## src/rtl/vga_vblank_arbiter.sv

```systemverilog
// vga_vblank_arbiter
//   Hands out exclusive update slots to game-logic requesters only while the
//   VGA scan is in vertical blanking, so shared sprite/position state never
//   changes mid-draw. Round-robin, each requester served at most once per
//   frame, with a per-grant watchdog and forced revoke when blanking ends.
//
// Ports
//   clk_50m     : pixel clock
//   rst_n       : asynchronous active-low reset
//   vector_x    : scan x from the timing generator
//   vector_y    : scan y from the timing generator
//   req         : level request per requester, held until granted
//   done        : one-cycle completion pulse from the granted requester
//   gnt         : one-hot grant (or zero)
//   vblank      : registered (vector_y >= V_ACTIVE)
//   frame_tick  : one-cycle pulse at blanking start
//   timeout_err : one-cycle pulse when the watchdog revokes a grant
//   overrun_err : one-cycle pulse when blanking ends during a grant
//   frame_cnt   : frames elapsed, wrapping
module vga_vblank_arbiter #(
  parameter int N_REQ    = 4,
  parameter int V_ACTIVE = 600,
  parameter int TIMEOUT  = 4095,
  parameter int CNT_W    = 12
) (
  input  logic             clk_50m,
  input  logic             rst_n,
  input  logic [10:0]      vector_x,
  input  logic [9:0]       vector_y,
  input  logic [N_REQ-1:0] req,
  input  logic [N_REQ-1:0] done,
  output logic [N_REQ-1:0] gnt,
  output logic             vblank,
  output logic             frame_tick,
  output logic             timeout_err,
  output logic             overrun_err,
  output logic [15:0]      frame_cnt
);

  localparam int                IDX_W    = (N_REQ > 1) ? $clog2(N_REQ) : 1;
  localparam logic [IDX_W-1:0]  LAST_IDX = IDX_W'(N_REQ - 1);
  localparam logic [IDX_W:0]    N_REQ_W  = (IDX_W + 1)'(N_REQ);
  localparam logic [9:0]        V_FIRST  = 10'(V_ACTIVE);
  localparam logic [CNT_W-1:0]  TO_LAST  = CNT_W'(TIMEOUT - 1);

  typedef enum logic [1:0] {IDLE, ARB, GRANT} state_t;

  state_t           state_reg;
  logic [N_REQ-1:0] gnt_reg;
  logic [N_REQ-1:0] served_reg;
  logic [IDX_W-1:0] ptr_reg;
  logic [IDX_W-1:0] g_idx_reg;
  logic [CNT_W-1:0] cnt_reg;
  logic             vblank_reg;
  logic             frame_tick_reg;
  logic             timeout_err_reg;
  logic             overrun_err_reg;
  logic [15:0]      frame_cnt_reg;

  logic               tick_cond;
  logic               vblank_cond;
  logic [N_REQ-1:0]   pending;
  logic [2*N_REQ-1:0] pend_shift;
  logic [N_REQ-1:0]   rot_pending;
  logic [IDX_W-1:0]   first_off;
  logic [IDX_W:0]     pick_sum;
  logic [IDX_W:0]     pick_wrap;
  logic [IDX_W-1:0]   pick_idx;
  logic [N_REQ-1:0]   pick_onehot;
  logic [N_REQ-1:0]   g_onehot;
  logic               done_g;
  logic               timeout_hit;
  logic [IDX_W-1:0]   ptr_after;

  assign tick_cond   = (vector_x == 11'd0) && (vector_y == V_FIRST);
  assign vblank_cond = (vector_y >= V_FIRST);

  // Rotate the pending vector so bit 0 is the requester at the pointer; the
  // lowest set bit then gives the round-robin offset from the pointer.
  assign pending     = req & ~served_reg;
  assign pend_shift  = {pending, pending} >> ptr_reg;
  assign rot_pending = pend_shift[N_REQ-1:0];

  always_comb begin
    first_off = '0;
    for (int i = N_REQ - 1; i >= 0; i--) begin
      if (rot_pending[i]) first_off = IDX_W'(i);
    end
  end

  assign pick_sum  = {1'b0, ptr_reg} + {1'b0, first_off};
  assign pick_wrap = pick_sum - N_REQ_W;
  assign pick_idx  = (pick_sum >= N_REQ_W) ? pick_wrap[IDX_W-1:0] : pick_sum[IDX_W-1:0];

  genvar gi;
  generate
    for (gi = 0; gi < N_REQ; gi++) begin : g_decode
      assign pick_onehot[gi] = (pick_idx == IDX_W'(gi));
      assign g_onehot[gi]    = (g_idx_reg == IDX_W'(gi));
    end
  endgenerate

  // done bits for any index other than the current grant are ignored.
  assign done_g      = |(done & g_onehot);
  assign timeout_hit = (cnt_reg == TO_LAST);
  assign ptr_after   = (g_idx_reg == LAST_IDX) ? '0 : g_idx_reg + 1'b1;

  always_ff @(posedge clk_50m or negedge rst_n) begin
    if (!rst_n) begin
      state_reg       <= IDLE;
      gnt_reg         <= '0;
      served_reg      <= '0;
      ptr_reg         <= '0;
      g_idx_reg       <= '0;
      cnt_reg         <= '0;
      vblank_reg      <= 1'b0;
      frame_tick_reg  <= 1'b0;
      timeout_err_reg <= 1'b0;
      overrun_err_reg <= 1'b0;
      frame_cnt_reg   <= '0;
    end else begin
      vblank_reg      <= vblank_cond;
      frame_tick_reg  <= tick_cond;
      timeout_err_reg <= 1'b0;
      overrun_err_reg <= 1'b0;
      if (tick_cond) frame_cnt_reg <= frame_cnt_reg + 16'd1;

      // Blanking start always opens a fresh frame, whatever state we are in.
      if (tick_cond) begin
        served_reg <= '0;
        gnt_reg    <= '0;
        state_reg  <= ARB;
      end else begin
        case (state_reg)
          IDLE: begin
            gnt_reg <= '0;
          end
          ARB: begin
            if (!vblank_reg) begin
              state_reg <= IDLE;
            end else if (|pending) begin
              gnt_reg   <= pick_onehot;
              g_idx_reg <= pick_idx;
              cnt_reg   <= '0;
              state_reg <= GRANT;
            end
          end
          GRANT: begin
            // Overrun beats done, done beats timeout.
            if (!vblank_reg) begin
              gnt_reg         <= '0;
              overrun_err_reg <= 1'b1;
              ptr_reg         <= ptr_after;
              state_reg       <= IDLE;
            end else if (done_g || timeout_hit) begin
              gnt_reg         <= '0;
              served_reg      <= served_reg | g_onehot;
              ptr_reg         <= ptr_after;
              timeout_err_reg <= ~done_g;
              state_reg       <= ARB;
            end else begin
              cnt_reg <= cnt_reg + 1'b1;
            end
          end
          default: begin
            gnt_reg   <= '0;
            state_reg <= IDLE;
          end
        endcase
      end
    end
  end

  assign gnt         = gnt_reg;
  assign vblank      = vblank_reg;
  assign frame_tick  = frame_tick_reg;
  assign timeout_err = timeout_err_reg;
  assign overrun_err = overrun_err_reg;
  assign frame_cnt   = frame_cnt_reg;

endmodule

```

## config.mk

```make
export PLATFORM = sky130hd
export DESIGN_NAME = vga_vblank_arbiter
export DESIGN_NICKNAME = d
export VERILOG_FILES = /design/src/rtl/vga_vblank_arbiter.sv
export SDC_FILE = /design/constraint.sdc
export NUM_CORES = 1
export LEC_CHECK = 0
export CORE_MARGIN = 3
export CORE_UTILIZATION = 55
export CTS_BUF_LIST = sky130_fd_sc_hd__clkbuf_16
export DETAILED_ROUTE_END_ITERATION = 10
export GPL_TIMING_DRIVEN = 1
export PLACE_DENSITY = 0.93
export SLEW_MARGIN = 20
export SYNTH_ARGS = -nofsm -noshare
export SYNTH_HDL_FRONTEND = slang
export SYNTH_SLANG_ARGS = --single-unit
export TNS_END_PERCENT = 10
```

## constraint.sdc

```tcl
create_clock -name clk_50m -period 3 [get_ports clk_50m]
set_input_delay 0.75 -clock clk_50m [delete_from_list [all_inputs] [get_ports clk_50m]]
set_output_delay 0.75 -clock clk_50m [all_outputs]
set_load 0.01 [all_outputs]
```

**Word level (Yosys, flattened, before mapping)**

Cells that the tools add are included.

- Add/sub/neg operators: 5
- Order comparisons: 2
- Equal/unequal tests: 20
- Shifts and indexed selects: 1
- Muxes and demuxes: 36
- Bitwise operators: 6
- Reduce and logical (&&, ||, !) cells: 18

Operator list:

| kind | number |
|---|---|
| 12-bit two-way mux | 4 |
| 4-bit two-way mux | 9 |
| 2-bit two-way mux | 13 |
| 12-bit one-hot mux with 2 select lines | 1 |
| 16-bit by 1-bit adder with 16-bit output, second input constant | 1 |
| 12-bit by 1-bit adder with 12-bit output, second input constant | 1 |
| 12-bit equality test, second input constant | 1 |
| 3-bit AND reduction | 4 |
| 11-bit logical NOT | 1 |
| 10-bit equality test, second input constant | 1 |
| 2-bit equality test, second input constant | 5 |
| 10-bit greater-or-equal comparator, second input constant | 1 |
| 2-bit != test, second input constant | 5 |
| 4-bit AND | 2 |
| 4-bit != test, second input constant | 2 |
| 4-bit one-hot mux with 2 select lines | 1 |
| 2-bit nonzero test | 4 |
| 4-bit OR reduction | 2 |
| 8-bit by 2-bit >> shifter with 4-bit output | 1 |
| 1-bit two-way mux | 7 |
| 2-bit by 1-bit equality test with 1-bit output, second input constant | 3 |
| 2-bit logical NOT | 3 |
| 3-bit != test, second input constant | 2 |
| 2-bit one-hot mux with 3 select lines | 1 |
| other kinds (12) | 13 |

- Flip-flop bits (word level): 46
- Bits of input ports: 31
- Output and inout bits: 24

**Logic depth before layout (Yosys ltp)**

Gate-level depths: netlist of run 1.

- Depth in word-level cells: 15
- Depth in mapped cells: 10

**Least setup slack after synthesis of run 1**

Ideal clock, no wire load.

- Path type: input to register
- Start point: in vector_y[0]
- End point: reg frame_cnt_reg[6] (netlist: frame_cnt[6])
- Setup time: 0.125 ns
- Data arrival time: 2.125 ns
- Slack: 0.750 ns
- Stages: 9
- Path through: nor4b_1 > nand4_1 > or2_1 > buf_2 > clkinv_2 > and3_1 > buf_2 > nand4_1 > xnor2_1

- Word-level cells in the longest chain between the ends: 2

Ends and longest elaborated chain:

| element | RTL line | RTL |
|---|---|---|
| from (decl) | 29 | `input logic [9:0] vector_y,` |
| 10-bit equality test | 75 | `assign tick_cond = (vector_x == 11'd0) && (vector_y == V_FIRST);` |
| 1-bit logical AND | 75 |  |
| to (signal assigned) | 126 | `if (tick_cond) frame_cnt_reg <= frame_cnt_reg + 16'd1;` |
| to (decl) | 58 | `logic [15:0] frame_cnt_reg;` |

No other way between the ends.
A chain may end at the register's enable or synchronous reset.

**Worst setup path after layout of run 1**

- Start point: in req[2]
- End point: reg cnt_reg[5]

- Word-level cells in the longest chain between the ends: 4

Ends and longest elaborated chain:

| element | RTL line | RTL |
|---|---|---|
| from (decl) | 30 | `input logic [N_REQ-1:0] req,` |
| 4-bit AND | 80 | `assign pending = req & ~served_reg;` |
| 4-bit OR reduction | 141 | `end else if (\|pending) begin` |
| 2-bit != test (no line) | n/a |  |
| 6-bit AND reduction (no line) | n/a |  |
| to (signal assigned) | 162 | `cnt_reg <= cnt_reg + 1'b1;` |
| to (decl) | 53 | `logic [CNT_W-1:0] cnt_reg;` |

No other way between the ends.

==> results of run 1 <==
layout make-up:
class	count	area (um^2)	share of cell area, %
clock buffers	5	125	3.78
clock inverters	3	21.3	0.642
well taps	52	65.1	1.96
inverters	8	31.3	0.944
repair buffers	61	588	17.7
flip-flops and latches	46	1150	34.7
multi-input cells	192	1330	40.2
power by group:
part	leakage (nW)	switching [W]	internal, W	total, W
logic	0.728	0.0000395	0.0000501	0.0000896
clock network	0.0698	0.000243	0.000309	0.000551
registers	0.636	0.00000421	0.000621	0.000625
total	1.43	0.000286	0.000980	0.00127
through the flow:
stage	cells	worst slack (ps)
3_3_place_gp	359	92.6
2_1_floorplan	257	750
5_1_grt	367	163
3_5_place_dp	359	37.8
6_report	367	358
4_1_cts	367	327
per-layer routing:
layer  track usage, %  part of all wire [%]  vias to the layer above
met2             38.3                    51                       63
met5                0                     0                        -
met3             4.46                   5.0                        9
met1             30.9                    42                     1076
li1                 -                     -                     1034
met4             10.3                   1.5                        0
tightest hold or removal path, stage by stage, from the launching register on:
cell,delay (ps)
dfrtp_1,340
nand2_1,60
o41ai_2,50
cells in the mapped netlist, drive strengths merged (6+ instances only):
cell,number,area (um^2)
a21oi,6,37.5
and3,7,43.8
buf,8,42.5
dfrtp,46,1150
ha,11,138
inv,7,26.3
nand2,26,97.6
nand3,13,70.1
nand4,7,43.8
nor2,23,88.8
nor3,9,45.0
nor4,9,56.3
xnor2,24,210
logic make-up (layout without fill, tap and decap cells):
kind of cell    count (synthesis)  count (layout)  share of synthesized area [%]
mux                             5               5                           2.15
buf+inv                        19              77                           3.32
flops                          46              46                           44.9
compound gates                 33              33                           10.9
xor+xnor                       26              26                           8.88
simple gates                  117             117                           24.5
fa+ha+maj                      11              11                           5.37
path summary, 6_finish.rpt:
path,from,to,slack [ps],cells past startpoint
setup reg to reg,state_reg[0],cnt_reg[10],510,8
setup / recovery,req[2],cnt_reg[5],360,8
max in group asynchronous,rst_n,state_reg[0],2060,2
min in group asynchronous,rst_n,frame_cnt[15],520,2
hold / removal,gnt[0],gnt[0],480,2
hold reg to reg,gnt[0],gnt[0],480,2
==> summary.md, run 1 <==
| Metric | Value |
|---|---|
| Post-synth EDFFs | 0 |
| Postcts setup bufs | 0 |
| FMAX | 378 MHz |
| Reg clk slew, reported paths | 70 ps |
| First-pass GRT wire length | 9990 um |
| Placer Congestion | between 0.7 and 0.8 |
| Cell area after layout | 3310 um^2 |
| Post-route antenna net violation count | 0 |
| Crit path top cell by count | nor4_1 |
| Post-Syn Nets | roughly 300 |
| H-tree levels | 2 |
| TritonCTS Buffers | 5 |
| Crit path required time | 3140 ps |
| Crit path DAT | 2780 ps |
| Setup Skew | between 8 and 9 ps |
| Async SR Flop Fraction | 100% |
| Avg Inst Size Synth | 9.98 um^2 |
| Status | finished clean |
| Die area | 5520 um^2 |
| Max-slew violations | 0 |
| Pre-antenna DRT Iters | 4 |
| Vias | 2182 |
| Sequential cell area fraction in the yosys report | 44.9% |
| Area of the core | 4410 um^2 |
| Synthesis-to-finish area growth | 29.3% |
| Leakage power | 1.43 nW |
| Power Dens Cells | 382 nW/um^2 |
| Initial antenna violation count | 0 |
| Count of cell types in the netlist | 54 |
| Die W | 74.3 um |
| Least-Margin Pin Slew | 657 ps |
| Initial DRC Count | 150 |
| Register bit total from synthesis | 46 |
| Final setup vio count | 0 |
| CP peak stage delay | 560 ps |
| Total power | 0.00127 W |
| Syn Std Cell Area | 2560 um^2 |
| Hold Vio Cnt, Final | 0 |
| CTS Hold Buffers Added | 0 |
| Dpl hpwl | between 4000 and 5000 um |
| Drt drc | 0 |
| Grt total ovfl | 0 |
| Largest net degree at the start of global routing | 47 |
| Maximum vdd drop | 0.341 mV |
| Clk Latency, worst-skew pair | 290 ps |
| Final worst path period share | 88.1% |
| Final wirelength | 6050 um |
| HP Class | reg -> reg |
| Drt wl/cell | between 15 and 20 um |
| WHS | 478 ps |
| Finished Core Util | 75.1% |
| Final-layout fill cell count | 302 |
| N_diodes | 0 |
| Worst setup SP type | input pin |
| Commonest non-fill, non-tap cells in the layout | 53 x clkdlybuf4s50_1, 46 x dfrtp_1, 26 x nand2_1, 24 x xnor2_1, 22 x nor2_1 |
| Max Buffers Root-to-Sink | 2 |
| Min Tclk post-route | about 2600 ps |
| CP delay by family, top | simple AND/OR/NAND/NOR gates |
| Share of post-route cells with drive strength above 1 | under 10% |
| CTS tree | done |
| Primary FF master, synth | dfrtp_1 |
| Nets | 356 |
| CP max-delay cell | nor4_1 |
| Die H | 74.3 um |
| Most common cell after layout, fill and taps aside | clkdlybuf4s50_1 |
| CP endpoint kind | flip-flop |
| Buf/Inv on CP | 2 |
| Initial Utilization | ~58% |
| Routed vias/inst | 5.95 |
| RSZ-0062 raised after global routing | no |
| Vias in the first global route | 2077 |
| Clock Sinks | 46 |
| Port Buffers | 54 |
| Max reg flops | 16 |
| Max-cap violations | 0 |
| Worst setup path category | in -> reg |
| Cells after synthesis | 257 |
| Relative max-transition margin | 55.9% |
| Placed cell areas | 3160 um^2 |
| Warnings from Yosys | 0 |
| Worst Path Max Fanout | 9 |
| CTS resizes | 0 |
| Crit-path cells | clkdlybuf4s50_1 -> nor2b_1 -> buf_4 -> nor4_1 -> a2bb2o_1 -> nor4_1 -> xnor2_1 -> nor2_1 |
| Total GRT Usage | 23.6% |
| Root buf cell | clkbuf_16 |
| Ports | 55 |
| Cell row count | 24 |
| Setup TNS | 0 ps |
Note: power is estimated with default switching activity, not from simulation.
==> inputs of run 2 (changes only) <==
MAX_ROUTING_LAYER = met4   (was unset)
==> run 2 against run 1 <==
Combinational power about the same. Power up 0.17%. Via count is the same. Critical path depth stayed put. Register-to-register slack about the same. Routed wire length is 0.91% higher. Count of clock-buffer cells in the layout did not move. Cell area unchanged. Sequential power barely moved. Clock power about the same. Core utilization did not move. First-iteration DRC count up 1.3%. Largest cell class unchanged. Largest power group unchanged.
==> summary.md, run 2 (same netlist as run 1, synthesis figures left out) <==
| Metric | Value |
|---|---|
| Status | finished clean (unchanged) |
| Min Tclk post-route | 2650 ps (was 2640 ps) |
| Crit path DAT | 2800 ps (was 2780 ps) |
| Pre-antenna DRT Iters | 4 (unchanged) |
| CP delay by family, top | simple AND/OR/NAND/NOR gates (unchanged) |
| Max Buffers Root-to-Sink | 2 (unchanged) |
| CP endpoint kind | flip-flop (unchanged) |
| Clk Latency, worst-skew pair | 290 ps (about the same) |
| Maximum vdd drop | 0.341 mV (about the same) |
| Psw | 0.000288 W (was 0.000286 W) |
| Final worst path period share | 88.4% (was 88.1%) |
| Die W | 74.3 um (unchanged) |
| Largest net degree at the start of global routing | 47 (unchanged) |
| Setup TNS | 0 ps (unchanged) |
| Int Power | 0.000980 W (about the same) |
| WHS | 478 ps (about the same) |
| Die area | 5520 um^2 (unchanged) |
| Comb pwr share | 7.1% (about the same) |
| Max-slew violations | 0 (unchanged) |
| CTS tree | done (unchanged) |
| Dpl hpwl | 4240 um (unchanged) |
| Final-layout fill cell count | 302 (unchanged) |
| Relative max-transition margin | 55.6% (was 55.9%) |
| Setup Skew | 8.72 ps (was 8.68 ps) |
| CP max-delay cell | nor4_1 (unchanged) |
| Grt total ovfl | 0 (unchanged) |
| Power Dens Cells | 383 nW/um^2 (was 382 nW/um^2) |
| Die H | 74.3 um (unchanged) |
| HP Class | reg -> reg (unchanged) |
| Ports | 55 (unchanged) |
| Final wirelength | 6100 um (was 6050 um) |
| Crit path required time | 3140 ps (about the same) |
| Synthesis-to-finish area growth | 29.3% (unchanged) |
| FMAX | 377 MHz (was 378 MHz) |
| Vias in the first global route | 2081 (was 2077) |
| Crit path top cell by count | nor4_1 (unchanged) |
| Drt drc | 0 (unchanged) |
| Reg power frac | 49.3% (was 49.4%) |
| Least-Margin Pin Slew | 662 ps (was 657 ps) |
| Initial DRC Count | 152 (was 150) |
| Port Buffers | 54 (unchanged) |
| Hold Vio Cnt, Final | 0 (unchanged) |
| Nets | 356 (unchanged) |
| Postcts setup bufs | 0 (unchanged) |
| Max-cap violations | 0 (unchanged) |
| N_diodes | 0 (unchanged) |
| Clk pwr share | 43.6% (was 43.5%) |
| CTS resizes | 0 (unchanged) |
| Placer Congestion | 0.805 (was 0.794) |
| Area of the core | 4410 um^2 (unchanged) |
| Drt wl/cell | 16.6 um (was 16.5 um) |
| Initial Utilization | 58.1% (unchanged) |
| Total power | 0.00127 W (about the same) |
| Commonest non-fill, non-tap cells in the layout | 53 x clkdlybuf4s50_1, 46 x dfrtp_1, 26 x nand2_1, 24 x xnor2_1, 22 x nor2_1 (unchanged) |
| H-tree levels | 2 (unchanged) |
| Reg clk slew, reported paths | 70 ps (about the same) |
| Cell row count | 24 (unchanged) |
| CP peak stage delay | 560 ps (about the same) |
| Clock Sinks | 46 (unchanged) |
| Crit-path cells | clkdlybuf4s50_1 -> nor2b_1 -> buf_4 -> nor4_1 -> a2bb2o_1 -> nor4_1 -> xnor2_1 -> nor2_1 (unchanged) |
| Most common cell after layout, fill and taps aside | clkdlybuf4s50_1 (unchanged) |
| Sw frac | 22.7% (was 22.6%) |
| Vias | 2182 (unchanged) |
| Worst Path Max Fanout | 9 (unchanged) |
| Max reg flops | 16 (unchanged) |
| Routed vias/inst | 5.95 (unchanged) |
| Finished Core Util | 75.1% (unchanged) |
| Worst setup SP type | input pin (unchanged) |
| First-pass GRT wire length | 9990 um (unchanged) |
| Worst setup path category | in -> reg (unchanged) |
| Share of post-route cells with drive strength above 1 | 9.84% (unchanged) |
| Initial antenna violation count | 0 (unchanged) |
| Root buf cell | clkbuf_16 (unchanged) |
| Total GRT Usage | 24.3% (was 23.6%) |
| RSZ-0062 raised after global routing | no (unchanged) |
| CTS Hold Buffers Added | 0 (unchanged) |
| Final setup vio count | 0 (unchanged) |
| Post-route antenna net violation count | 0 (unchanged) |
| Leakage power | 1.43 nW (unchanged) |
| Buf/Inv on CP | 2 (unchanged) |
| TritonCTS Buffers | 5 (unchanged) |
## run 2: cell counts in the layout (fill, tap and decap cells not counted)
No cell type changed its count.
## run 2: tightest hold or removal path, stage by stage (launching register included)
cell and delay, ps:
dfrtp_1 340, nand2_1 60, o41ai_2 50
## run 2: per-stage QoR
step                cell area [um^2]  instances  worst slack, ps
global route                    3310        367              164
CTS                             3310        367              327
floorplan                       2560        257              750
detailed placement              3160        359             37.8
global placement                3160        359             92.6
finish                          3310        367              347
## run 2: layout make-up
type / instances / area [um^2] / area share (%)
multi-input combinational: 192 / 1330 / 40.2
sequential: 46 / 1150 / 34.7
timing repair buffer: 61 / 588 / 17.7
clock buffer: 5 / 125 / 3.78
tap: 52 / 65.1 / 1.96
inverter: 8 / 31.3 / 0.944
clock inverter: 3 / 21.3 / 0.642
## run 2: final timing paths
path / startpoint / endpoint / slack, ps / cells after the start
max: req[2] / cnt_reg[5] / 350 / 8
min: gnt[0] / gnt[0] / 480 / 2
max reg2reg: state_reg[0] / cnt_reg[10] / 510 / 8
min reg2reg: gnt[0] / gnt[0] / 480 / 2
max in group asynchronous: rst_n / cnt_reg[8] / 2070 / 2
min in group asynchronous: rst_n / frame_cnt[10] / 520 / 2
## run 2: layer usage
| layer | global-route usage, % | vias up | wire [um] |
|---|---|---|---|
| li1 | - | 1039 | - |
| met1 | 30.8 | 1071 | 2510 |
| met2 | 38.3 | 58 | 3160 |
| met3 | 4.46 | 14 | 307 |
| met4 | 10.3 | 0 | 118 |
| met5 | - | - | 0 |
## run 2: power groups by stage
stage          sequential, W  combinational (W)  clock [W]
4_1_cts             0.000625          0.0000901   0.000552
2_1_floorplan       0.000635          0.0000272          0
3_5_place_dp        0.000637          0.0000893          0
6_report            0.000625          0.0000895   0.000553
5_1_grt             0.000625          0.0000982   0.000579
3_3_place_gp        0.000637          0.0000874          0
